File: src/rtl/rb2_pkg.sv
// Shared state encoding and default geometry for the rb2 register-bank burst initiator.
package rb2_pkg;

  localparam int DEFAULT_WORD_WIDTH = 18;
  localparam int DEFAULT_WORD_DEPTH = 8;
  localparam int DEFAULT_ADDR_WIDTH = 3;

  typedef enum logic [1:0] {
    ST_IDLE  = 2'd0,
    ST_WRITE = 2'd1,
    ST_READ  = 2'd2,
    ST_DRAIN = 2'd3
  } state_e;

endpackage

File: src/rtl/rb2_rd_skid.sv
// Two-entry first-word-fall-through FIFO of {last, data} that buffers RAM read words
// so the consumer can stall without losing the word already in flight.
module rb2_rd_skid
  import rb2_pkg::*;
#(
  parameter int WIDTH = DEFAULT_WORD_WIDTH
) (
  input  logic             CLK,
  input  logic             RST,
  input  logic             push,
  input  logic             push_last,
  input  logic [WIDTH-1:0] push_data,
  input  logic             pop,
  output logic             head_valid,
  output logic             head_last,
  output logic [WIDTH-1:0] head_data,
  output logic [1:0]       count
);

  typedef struct packed {
    logic             last;
    logic [WIDTH-1:0] data;
  } entry_t;

  entry_t     mem_q [2];
  entry_t     mem_d [2];
  entry_t     wr_entry;
  entry_t     head_entry;
  logic       rd_ptr_q, rd_ptr_d;
  logic       wr_ptr_q, wr_ptr_d;
  logic [1:0] count_q, count_d;
  logic       stored_any;
  logic       store;
  logic       deq;

  assign wr_entry   = {push_last, push_data};
  assign stored_any = (count_q != 2'd0);

  always_comb begin
    // NOTE: every signal gets a default before any branch, so no path can infer a latch.
    mem_d      = mem_q;
    head_entry = stored_any ? mem_q[rd_ptr_q] : wr_entry;
    deq        = pop && stored_any;
    // A word that falls through an empty FIFO and is popped at once never lands.
    store      = push && !(pop && !stored_any);
    if (store) begin
      mem_d[wr_ptr_q] = wr_entry;
    end
    wr_ptr_d = wr_ptr_q ^ store;
    rd_ptr_d = rd_ptr_q ^ deq;
    count_d  = count_q + {1'b0, store} - {1'b0, deq};
  end

  assign head_valid = stored_any || push;
  assign head_last  = head_valid && head_entry.last;
  assign head_data  = head_entry.data;
  assign count      = count_q;

  always_ff @(posedge CLK) begin
    // NOTE: non-blocking assignments so every flop samples the pre-edge values.
    if (RST) begin
      rd_ptr_q <= 1'b0;
      wr_ptr_q <= 1'b0;
      count_q  <= 2'd0;
    end else begin
      rd_ptr_q <= rd_ptr_d;
      wr_ptr_q <= wr_ptr_d;
      count_q  <= count_d;
    end
  end

  // NOTE: payload storage is deliberately not reset; count_q alone decides validity.
  always_ff @(posedge CLK) begin
    mem_q <= mem_d;
  end

endmodule

File: src/rtl/rb2_burst_ctrl.sv
// Burst initiator for the 8x18 single-port register-bank RAM: streams write bursts in and
// read bursts out over valid/ready, hiding the RAM's one-cycle registered read latency.
module rb2_burst_ctrl
  import rb2_pkg::*;
#(
  parameter int WORD_WIDTH = DEFAULT_WORD_WIDTH,
  parameter int WORD_DEPTH = DEFAULT_WORD_DEPTH,
  parameter int ADDR_WIDTH = DEFAULT_ADDR_WIDTH
) (
  input  logic                  CLK,
  input  logic                  RST,
  input  logic                  cmd_valid,
  output logic                  cmd_ready,
  input  logic                  cmd_wr,
  input  logic [ADDR_WIDTH-1:0] cmd_addr,
  input  logic [ADDR_WIDTH-1:0] cmd_len,
  input  logic                  wd_valid,
  output logic                  wd_ready,
  input  logic [WORD_WIDTH-1:0] wd_data,
  output logic                  rd_valid,
  input  logic                  rd_ready,
  output logic [WORD_WIDTH-1:0] rd_data,
  output logic                  rd_last,
  output logic                  done,
  output logic                  busy,
  output logic                  mem_WENn,
  output logic [ADDR_WIDTH-1:0] mem_A,
  output logic [WORD_WIDTH-1:0] mem_D,
  input  logic [WORD_WIDTH-1:0] mem_Q
);

  localparam logic [ADDR_WIDTH-1:0] LAST_ADDR = ADDR_WIDTH'(WORD_DEPTH - 1);
  localparam logic [ADDR_WIDTH-1:0] ONE       = ADDR_WIDTH'(1);

  state_e                state_q, state_d;
  logic [ADDR_WIDTH-1:0] ptr_q, ptr_d;
  logic [ADDR_WIDTH-1:0] cnt_q, cnt_d;
  logic [ADDR_WIDTH-1:0] a_hold_q, a_hold_d;
  logic                  done_q, done_d;
  logic                  inflight_q, inflight_d;
  logic                  inflight_last_q, inflight_last_d;

  logic                  addr_active;
  logic                  wd_fire;
  logic                  rd_fire;
  logic                  issue;
  logic                  issue_last;
  logic                  fifo_push;
  logic [1:0]            fifo_count;
  logic [2:0]            occupancy;
  logic                  head_valid;
  logic                  head_last;
  logic [WORD_WIDTH-1:0] head_data;

  // Explicit wrap so a non-power-of-two depth still cycles through valid words only.
  function automatic logic [ADDR_WIDTH-1:0] ptr_inc(input logic [ADDR_WIDTH-1:0] p);
    return (p == LAST_ADDR) ? '0 : p + ONE;
  endfunction

  assign cmd_ready   = (state_q == ST_IDLE) && !RST;
  assign wd_ready    = (state_q == ST_WRITE) && !RST;
  assign wd_fire     = wd_ready && wd_valid;
  assign addr_active = (state_q == ST_WRITE) || (state_q == ST_READ);

  assign mem_WENn = !wd_fire;
  assign mem_A    = addr_active ? ptr_q : a_hold_q;
  assign mem_D    = (state_q == ST_WRITE) ? wd_data : '0;

  assign rd_valid = head_valid;
  assign rd_data  = head_data;
  assign rd_last  = head_last;
  assign rd_fire  = rd_valid && rd_ready;

  assign done = done_q;
  assign busy = (state_q != ST_IDLE);

  // Issue only if the word would still have a FIFO slot once it returns next cycle.
  assign occupancy  = {1'b0, fifo_count} + {2'b00, inflight_q} - {2'b00, rd_fire};
  assign issue      = (state_q == ST_READ) && !RST && (occupancy < 3'd2);
  assign issue_last = issue && (cnt_q == '0);
  assign fifo_push  = inflight_q && !RST;

  rb2_rd_skid #(
    .WIDTH(WORD_WIDTH)
  ) u_skid (
    .CLK       (CLK),
    .RST       (RST),
    .push      (fifo_push),
    .push_last (inflight_last_q),
    .push_data (mem_Q),
    .pop       (rd_fire),
    .head_valid(head_valid),
    .head_last (head_last),
    .head_data (head_data),
    .count     (fifo_count)
  );

  always_comb begin
    state_d         = state_q;
    ptr_d           = ptr_q;
    cnt_d           = cnt_q;
    done_d          = 1'b0;
    a_hold_d        = mem_A;
    inflight_d      = issue;
    inflight_last_d = issue_last;

    unique case (state_q)
      ST_IDLE: begin
        if (cmd_valid && cmd_ready) begin
          ptr_d   = cmd_addr;
          cnt_d   = cmd_len;
          state_d = cmd_wr ? ST_WRITE : ST_READ;
        end
      end
      ST_WRITE: begin
        if (wd_fire) begin
          ptr_d = ptr_inc(ptr_q);
          cnt_d = cnt_q - ONE;
          if (cnt_q == '0) begin
            state_d = ST_IDLE;
            done_d  = 1'b1;
          end
        end
      end
      ST_READ: begin
        if (issue) begin
          ptr_d = ptr_inc(ptr_q);
          cnt_d = cnt_q - ONE;
          if (issue_last) begin
            state_d = ST_DRAIN;
          end
        end
      end
      ST_DRAIN: begin
        if (rd_fire && rd_last) begin
          state_d = ST_IDLE;
          done_d  = 1'b1;
        end
      end
      default: state_d = ST_IDLE;
    endcase
  end

  always_ff @(posedge CLK) begin
    if (RST) begin
      state_q         <= ST_IDLE;
      ptr_q           <= '0;
      cnt_q           <= '0;
      a_hold_q        <= '0;
      done_q          <= 1'b0;
      inflight_q      <= 1'b0;
      inflight_last_q <= 1'b0;
    end else begin
      state_q         <= state_d;
      ptr_q           <= ptr_d;
      cnt_q           <= cnt_d;
      a_hold_q        <= a_hold_d;
      done_q          <= done_d;
      inflight_q      <= inflight_d;
      inflight_last_q <= inflight_last_d;
    end
  end

endmodule

File: config.mk
export PLATFORM = sky130hd
export DESIGN_NAME = rb2_burst_ctrl
export DESIGN_NICKNAME = d
export VERILOG_FILES = /design/src/rtl/rb2_pkg.sv /design/src/rtl/rb2_rd_skid.sv /design/src/rtl/rb2_burst_ctrl.sv
export SDC_FILE = /design/constraint.sdc
export NUM_CORES = 1
export LEC_CHECK = 0
export BUFFER_PORTS_ARGS = -buffer_cell sky130_fd_sc_hd__buf_2
export CAP_MARGIN = 25
export CORE_ASPECT_RATIO = 0.6
export CORE_UTILIZATION = 35
export CTS_BUF_LIST = sky130_fd_sc_hd__clkbuf_16
export DETAILED_ROUTE_END_ITERATION = 16
export PLACE_DENSITY_LB_ADDON = 0.05
export SYNTH_ARGS = -nofsm -noshare
export SYNTH_HDL_FRONTEND = slang
export SYNTH_SLANG_ARGS = --single-unit
File: constraint.sdc
create_clock -name CLK -period 3 [get_ports CLK]
set_input_delay 0.3 -clock CLK [delete_from_list [all_inputs] [get_ports CLK]]
set_output_delay 0.3 -clock CLK [all_outputs]
set_load 0.05 [all_outputs]
==> summary.md, run 1 <==
| Metric | Value |
|---|---|
| Pre-CTS WS | 0.223 ns |
| Crit. End Element | flop |
| Fin Hold WS | 0.210 ns |
| FF+latch count, synth | 56 |
| RSZ-0062 raised after global routing | false |
| Xor-xnor portion of the synthesized cell area | 1.25% |
| Tmin final | 2.73 ns |
| Core area | 0.00751 mm2 |
| Std cell rows | 24 |
| Synth Instances | 251 |
| Sequential Area | 0.00150 mm2 |
| Dpl hpwl | approximately 4.4 mm |
| Top Ports | 94 |
| Antenna violations before repair | 0 |
| Grt total ovfl | 0 |
| Worst vdd ir | ~0.39 mV |
| Area taken by multi-input logic gates | about 0.0012 mm2 |
| Slowest stage cell, crit path | dfxtp_1 |
| Setup violators final | 0 |
| Layout cells sized above 1 | between 30 and 40% |
| Critical path class | reg -> reg |
| Total CTS buffers | 5 |
| Finished Layout Cells | between 400 and 500 |
| Port Buffers | 93 |
| Die area | between 0.008 and 0.009 mm2 |
| Hold buffer count at CTS | 0 |
| CP cell instances | nor2_2 > nand2_1 > and3_1 > o21ai_1 > fa_1 > xor2_1 > a211o_1 > a211oi_2 > mux2_1 |
| Mapped Nets | 314 |
| Clk slew on worst S/H paths | roughly 0.070 ns |
| Final WL | approximately 5.8 mm |
| Slew Viols, Final | 0 |
| Drt drc | 0 |
| TritonCTS clock tree | built |
| H-tree Lvls | 2 |
| Mux share of post-synthesis cell area | 10.3% |
| Post-CTS Setup Inserts | 0 |
| Worst Hold Class | in -> reg |
| Static leakage | approximately 0.0016 uW |
| Final worst setup slack | ~0.27 ns |
| # diodes | 0 |
| Adder-cell share of the synthesized area | 6.97% |
| Post-CTS sizing | 0 |
| Cell variety after synth | 33 |
| Mean Syn Cell Area | 11.2 um2 |
| Area Growth Syn to Fin | 27.1% |
| Status | completed |
| Vias in the first global route | between 1500 and 2000 |
| Root Driver | clkbuf_16 |
| GRT Total Usage | 14.1% |
| Initial drt markers | 78 |
| Maxcap violations | 0 |
| Arr. time, crit path | approximately 2.9 ns |
| Net count, final | between 400 and 500 |
| Rel. slew slack | around 57% |
| Starting Density | a little under two fifths |
| DR WL/cell | 12.8 um |
| First-pass DRT Iterations | 5 |
| Crit path required time | 3.17 ns |
| Synth Warn # | 0 |
| Crit path buffers/inverters | 0 |
| Die X | 117 um |
| Largest net degree at the start of global routing | 39 |
| Die Span Y | ~71 um |
| Filler Cells Inserted | 730 |
| Routability Congestion | 0.712 |
| Final ANT Viol Nets | 0 |
| Synth Area in Compound Gates | approximately 11% |
| Post-layout util | between 40% and 50% |
| Fin Clk Skew | 0.00859 ns |
| First-pass GRT wire length | approximately 9 mm |
| Clock Sinks | 56 |
| Crit-path leading delay family | compound AO/OA/AOI/OAI gates |
| Final hold violation count | 0 |
| Crit-path max FO | 8 |
| Worst skew pair latency | approximately 0.29 ns |
| Worst setup SP type | flop |
| Clock Path Buffers | 2 |
| Synthesized cell area | 0.00280 mm2 |
| F_max | around 370 MHz |
| Vias/cell | roughly 4.6 |
| Register area share after synthesis | a little over half |
| Period utilisation layout | between 90 and 100% |
| Post-synthesis simple-gate area fraction | approximately an eighth |
| Worst-Margin Slew | about 0.65 ns |
| Dpl cells | about 450 |
| Crit-path max cell delay | roughly 0.48 ns |
| PD cells | 1080 mW/mm2 |
| Main combinational cell family by area after synthesis | simple AND/OR/NAND/NOR gates |
| Sum Neg Setup Slack | 0 ns |
| Vias | ~2100 |
state kept, by name, summed over array words and instances, names as in the netlist:
signal	cells
u_skid.mem_q	38
cnt_q	3
u_skid.count	2
a_hold_q	3
inflight_q	1
state_q	2
inflight_last_q	1
ptr_q	3
done	1
u_skid.rd_ptr_q	1
u_skid.wr_ptr_q	1
worst paths after layout:
path / from / end / slack [ns] / depth (start not counted)
setup / recovery: u_skid.count[1] / state_q[0] / 0.27 / 9
setup reg to reg: u_skid.count[1] / state_q[0] / 0.27 / 9
hold / removal: mem_Q[15] / u_skid.mem_q[34] / 0.21 / 1
hold reg to reg: cnt_q[1] / cnt_q[1] / 0.48 / 2
logic make-up (layout without fill, tap and decap cells):
kind of cell | after synthesis | in the layout
flip-flops | 56 | 56
multiplexers | 28 | 28
XOR/XNOR | 4 | 4
AND/OR/NAND/NOR | 69 | 69
buffers and inverters | 32 | 130
AO/OA/AOI/OAI | 47 | 47
adder cells (fa/ha/maj) | 15 | 15
routing by layer:
metal  vias to the layer above  global-route usage [%]  share of wire [%]
met5                         -                       0                  0
met4                         0                    3.42               0.28
met3                         2                    4.38                6.3
met2                        67                    21.1                 41
met1                       955                    19.9                 53
li1                       1074                       -                  -
power breakdown:
group          internal [uW]  switching, uW  leakage [uW]
combinational            649           1610       0.00103
clock                    310            260     0.0000664
sequential               913           85.5      0.000490
cell usage after synthesis:
cell	count	area share, %
fa_1	1	0.71
o21bai_1	1	0.27
nor2_1	13	1.7
inv_1	21	2.8
a211oi_2	1	0.45
nor2b_1	2	0.45
o22ai_1	2	0.45
nand2b_1	6	1.3
a21o_1	2	0.54
mux2i_1	21	7.5
ha_1	14	6.3
a211o_1	1	0.31
buf_1	1	0.13
and2_1	22	4.9
nand3b_1	1	0.27
o21ai_1	16	2.9
mux2_2	2	0.80
a211oi_1	11	2.9
edfxtp_1	38	41
or4b_4	1	0.49
and3_1	2	0.45
nand2_1	22	2.9
xnor2_1	1	0.31
a21oi_1	3	0.54
a22oi_1	1	0.27
clkbuf_1	7	0.94
mux2_1	5	2.0
buf_2	3	0.54
o21ai_0	6	1.1
a32oi_1	1	0.31
xor2_1	3	0.94
dfxtp_1	18	13
o221a_1	2	0.80
area by class of cell:
type | count | area share [%]
clock buffer | 5 | 3.51
clock inverter | 3 | 0.598
inverter | 21 | 2.21
multi-input combinational | 163 | 33.1
sequential | 56 | 42.2
tap | 104 | 3.66
timing repair buffer | 101 | 14.8
layout by cell type (no fill, tap or decap), types with 5 or more instances in the layout:
| cell | synthesis | final |
|---|---|---|
| nand2_1 | 22 | 22 |
| ha_1 | 14 | 14 |
| nand2b_1 | 6 | 6 |
| buf_4 | 0 | 8 |
| clkbuf_16 | 0 | 5 |
| mux2_1 | 5 | 5 |
| mux2i_1 | 21 | 21 |
| buf_2 | 3 | 93 |
| and2_1 | 22 | 22 |
| o21ai_0 | 6 | 6 |
| o21ai_1 | 16 | 16 |
| a211oi_1 | 11 | 11 |
| dfxtp_1 | 18 | 18 |
| nor2_1 | 13 | 12 |
| inv_1 | 21 | 21 |
| edfxtp_1 | 38 | 38 |
stage by stage:
step	instance area [um2]	power, uW
5_1_grt	3560	4070
6_report	3560	3830
2_1_floorplan	2800	2770
3_3_place_gp	3410	3270
4_1_cts	3560	3870
3_5_place_dp	3410	3290
No activity file was read; power rests on OpenSTA's default activity.
==> run 2, diff against run 1 <==
Settings changed: BUFFER_PORTS_ARGS -buffer_cell sky130_fd_sc_hd__buf_2 to unset, DONT_BUFFER_PORTS set to 1.
==> run 2 against run 1 <==
  * Critical path depth unchanged
  * First-iteration DRC count up 17%
  * Register-to-register slack better by 0.02 ns
  * Fmax up 0.75%
  * Hold slack worse by 0.14 ns
  * Non-clock buffer count down 72
  * Sequential power about the same
  * Die area unchanged
  * Via count down 11%
==> summary.md, run 2 (synthesis results as in run 1) <==
| Metric | Value |
|---|---|
| Tmin final | 2.71 ns (was 2.73 ns) |
| Core area | 0.00751 mm2 (unchanged) |
| Cell Area, Placed | 0.00311 mm2 (was 0.00341 mm2) |
| Max reg flops | 38 (unchanged) |
| Hold EP | done (was u_skid.mem_q[34]) |
| Crit-path max FO | 8 (unchanged) |
| First-pass DRT Iterations | 4 (was 5) |
| GRT Total Usage | 14.1% (about the same) |
| Worst r2r dst | state_q[1] (was state_q[0]) |
| Setup violators final | 0 (unchanged) |
| Hold buffer count at CTS | 0 (unchanged) |
| Maxcap violations | 0 (unchanged) |
| Die X | 117 um (unchanged) |
| Static leakage | 0.00129 uW (was 0.00159 uW) |
| Most frequent cells in the layout | edfxtp_1 (38), buf_4 (29), nand2_1 (22), inv_1 (22), and2_1 (22) (was buf_2 (93), edfxtp_1 (38), nand2_1 (22), and2_1 (22)) |
| Final hold violation count | 0 (unchanged) |
| F_max | 369 MHz (was 367 MHz) |
| Dpl hpwl | 4.21 mm (was 4.37 mm) |
| PD cells | 1180 mW/mm2 (was 1080 mW/mm2) |
| Slowest stage cell, crit path | dfxtp_1 (unchanged) |
| Post-CTS Setup Inserts | 0 (unchanged) |
| Final worst setup slack | 0.292 ns (was 0.272 ns) |
| Crit-path max cell delay | 0.49 ns (was 0.48 ns) |
| Worst setup SP type | flop (unchanged) |
| Area Growth Syn to Fin | 15.9% (was 27.1%) |
| Clk slew on worst S/H paths | 0.07 ns (about the same) |
| Top Ports | 94 (unchanged) |
| DR WL/cell | 15.1 um (was 12.8 um) |
| Clock Path Buffers | 2 (unchanged) |
| Final Cell Area | 0.00325 mm2 (was 0.00356 mm2) |
| Final ANT Viol Nets | 0 (unchanged) |
| Slew Viols, Final | 0 (unchanged) |
| Crit. End Element | flop (unchanged) |
| Vias in the first global route | 1728 (was 1896) |
| Sum Neg Setup Slack | 0 ns (unchanged) |
| # diodes | 0 (unchanged) |
| Vias | 1871 (was 2098) |
| Clock Sinks | 56 (unchanged) |
| Antenna violations before repair | 0 (unchanged) |
| Reg2reg setup slack | 0.29 ns (was 0.27 ns) |
| CP cell instances | nor2_2 > nand2_1 > and3_1 > o21ai_1 > fa_1 > xor2_1 > a211o_1 > a211oi_2 > mux2_1 (unchanged) |
| Rel. slew slack | 59.2% (was 56.7%) |
| Die area | 0.00837 mm2 (unchanged) |
| Starting Density | 37.3% (unchanged) |
| Crit path required time | 3.18 ns (was 3.17 ns) |
| R2R depth | 9 (unchanged) |
| Largest net degree at the start of global routing | 39 (unchanged) |
| Worst vdd ir | 0.411 mV (was 0.387 mV) |
| Grt total ovfl | 0 (unchanged) |
| Die Span Y | 71.3 um (unchanged) |
| TritonCTS clock tree | built (unchanged) |
| Hold path start | RST (was mem_Q[15]) |
| Port Buffers | 0 (was 93) |
| Drt drc | 0 (unchanged) |
| Initial drt markers | 91 (was 78) |
| Most flops, register | u_skid.mem_q (unchanged) |
| Final WL | 5.76 mm (was 5.78 mm) |
| Worst skew pair latency | 0.29 ns (about the same) |
| Hold path cells | 1 (unchanged) |
| Layout cells sized above 1 | 14.4% (was 32.7%) |
| Pre-CTS WS | 0.281 ns (was 0.223 ns) |
| Period utilisation layout | 90.3% (was 90.9%) |
| Worst-Margin Slew | 0.611 ns (was 0.648 ns) |
| Worst R2R Start | u_skid.count[1] (unchanged) |
| Root Driver | clkbuf_16 (unchanged) |
| Routability Congestion | 0.734 (was 0.712) |
| H-tree Lvls | 2 (unchanged) |
| Fin Clk Skew | 0.00453 ns (was 0.00859 ns) |
| Status | completed (unchanged) |
| Post-CTS sizing | 0 (unchanged) |
| Worst Hold Class | in -> reg (unchanged) |
| Critical path class | reg -> reg (unchanged) |
| Arr. time, crit path | 2.89 ns (was 2.90 ns) |
| Fin Hold WS | 0.0720 ns (was 0.210 ns) |
| RSZ-0062 raised after global routing | false (unchanged) |
| Vias/cell | 4.91 (was 4.63) |
| Total CTS buffers | 5 (unchanged) |
| Net count, final | 339 (was 411) |
| Std cell rows | 24 (unchanged) |
| First-pass GRT wire length | 8.97 mm (was 9.23 mm) |
| Most common cell after layout, fill and taps aside | edfxtp_1 (was buf_2) |
==> run 2: cell types whose count changed in the layout (fill, tap and decap cells not counted) <==
cell | before | now
buf_2 | 93 | 0
buf_4 | 8 | 29
clkinv_1 | 0 | 1
clkinvlp_2 | 1 | 0
inv_1 | 21 | 22
inv_6 | 1 | 0
o21ai_0 | 6 | 2
o21ai_1 | 16 | 20
==> run 2: power by group <==
group | total (uW) | internal (uW) | switching (uW) | leakage, uW
logic | 2250 | 667 | 1590 | 0.000734
registers | 1000 | 913 | 86.6 | 0.000490
clock network | 564 | 304 | 260 | 0.0000687
total | 3820 | 1880 | 1930 | 0.00129
==> run 2: per-layer routing <==
metal  routed length, um  track usage, %
met1                3060            20.5
met3                 390            4.86
met2                2280            20.1
met4                  35            2.99
met5                   0               0
==> run 2: cell type report <==
| class | instances | area [um2] |
|---|---|---|
| Clock buffer | 5 | 125 |
| Clock inverter | 3 | 15.0 |
| Fill cell | 701 | 4260 |
| Inverter | 21 | 78.8 |
| Multi-Input combinational cell | 163 | 1180 |
| Sequential cell | 56 | 1500 |
| Tap cell | 104 | 130 |
| Timing Repair Buffer | 29 | 218 |
==> run 2: worst max-delay path by stage <==
stage,start,to,cells past startpoint
after global routing,u_skid.count[1],state_q[0],9
after floorplan,RST,state_q[0],10
after CTS,u_skid.count[1],state_q[0],9
final,u_skid.count[1],state_q[1],9
after detailed placement,u_skid.count[1],state_q[0],9
after global placement,u_skid.count[1],state_q[1],9
==> run 2: per-stage QoR <==
stage	instances	total power, uW	util (%)
global placement	373	3270	41.4
detailed placement	373	3290	41.4
floorplan	251	2770	-
global route	381	4040	43.2
CTS	381	3860	43.2
finish	381	3820	43.2
==> run 2: worst max-delay path: cells and delay by family, from the launching register on <==
kind	cells	cell delay [ns]
AO/OA/AOI/OAI	3	0.85
flip-flops	1	0.49
adder cells (fa/ha/maj)	1	0.38
AND/OR/NAND/NOR	3	0.36
multiplexers	1	0.35
XOR/XNOR	1	0.16
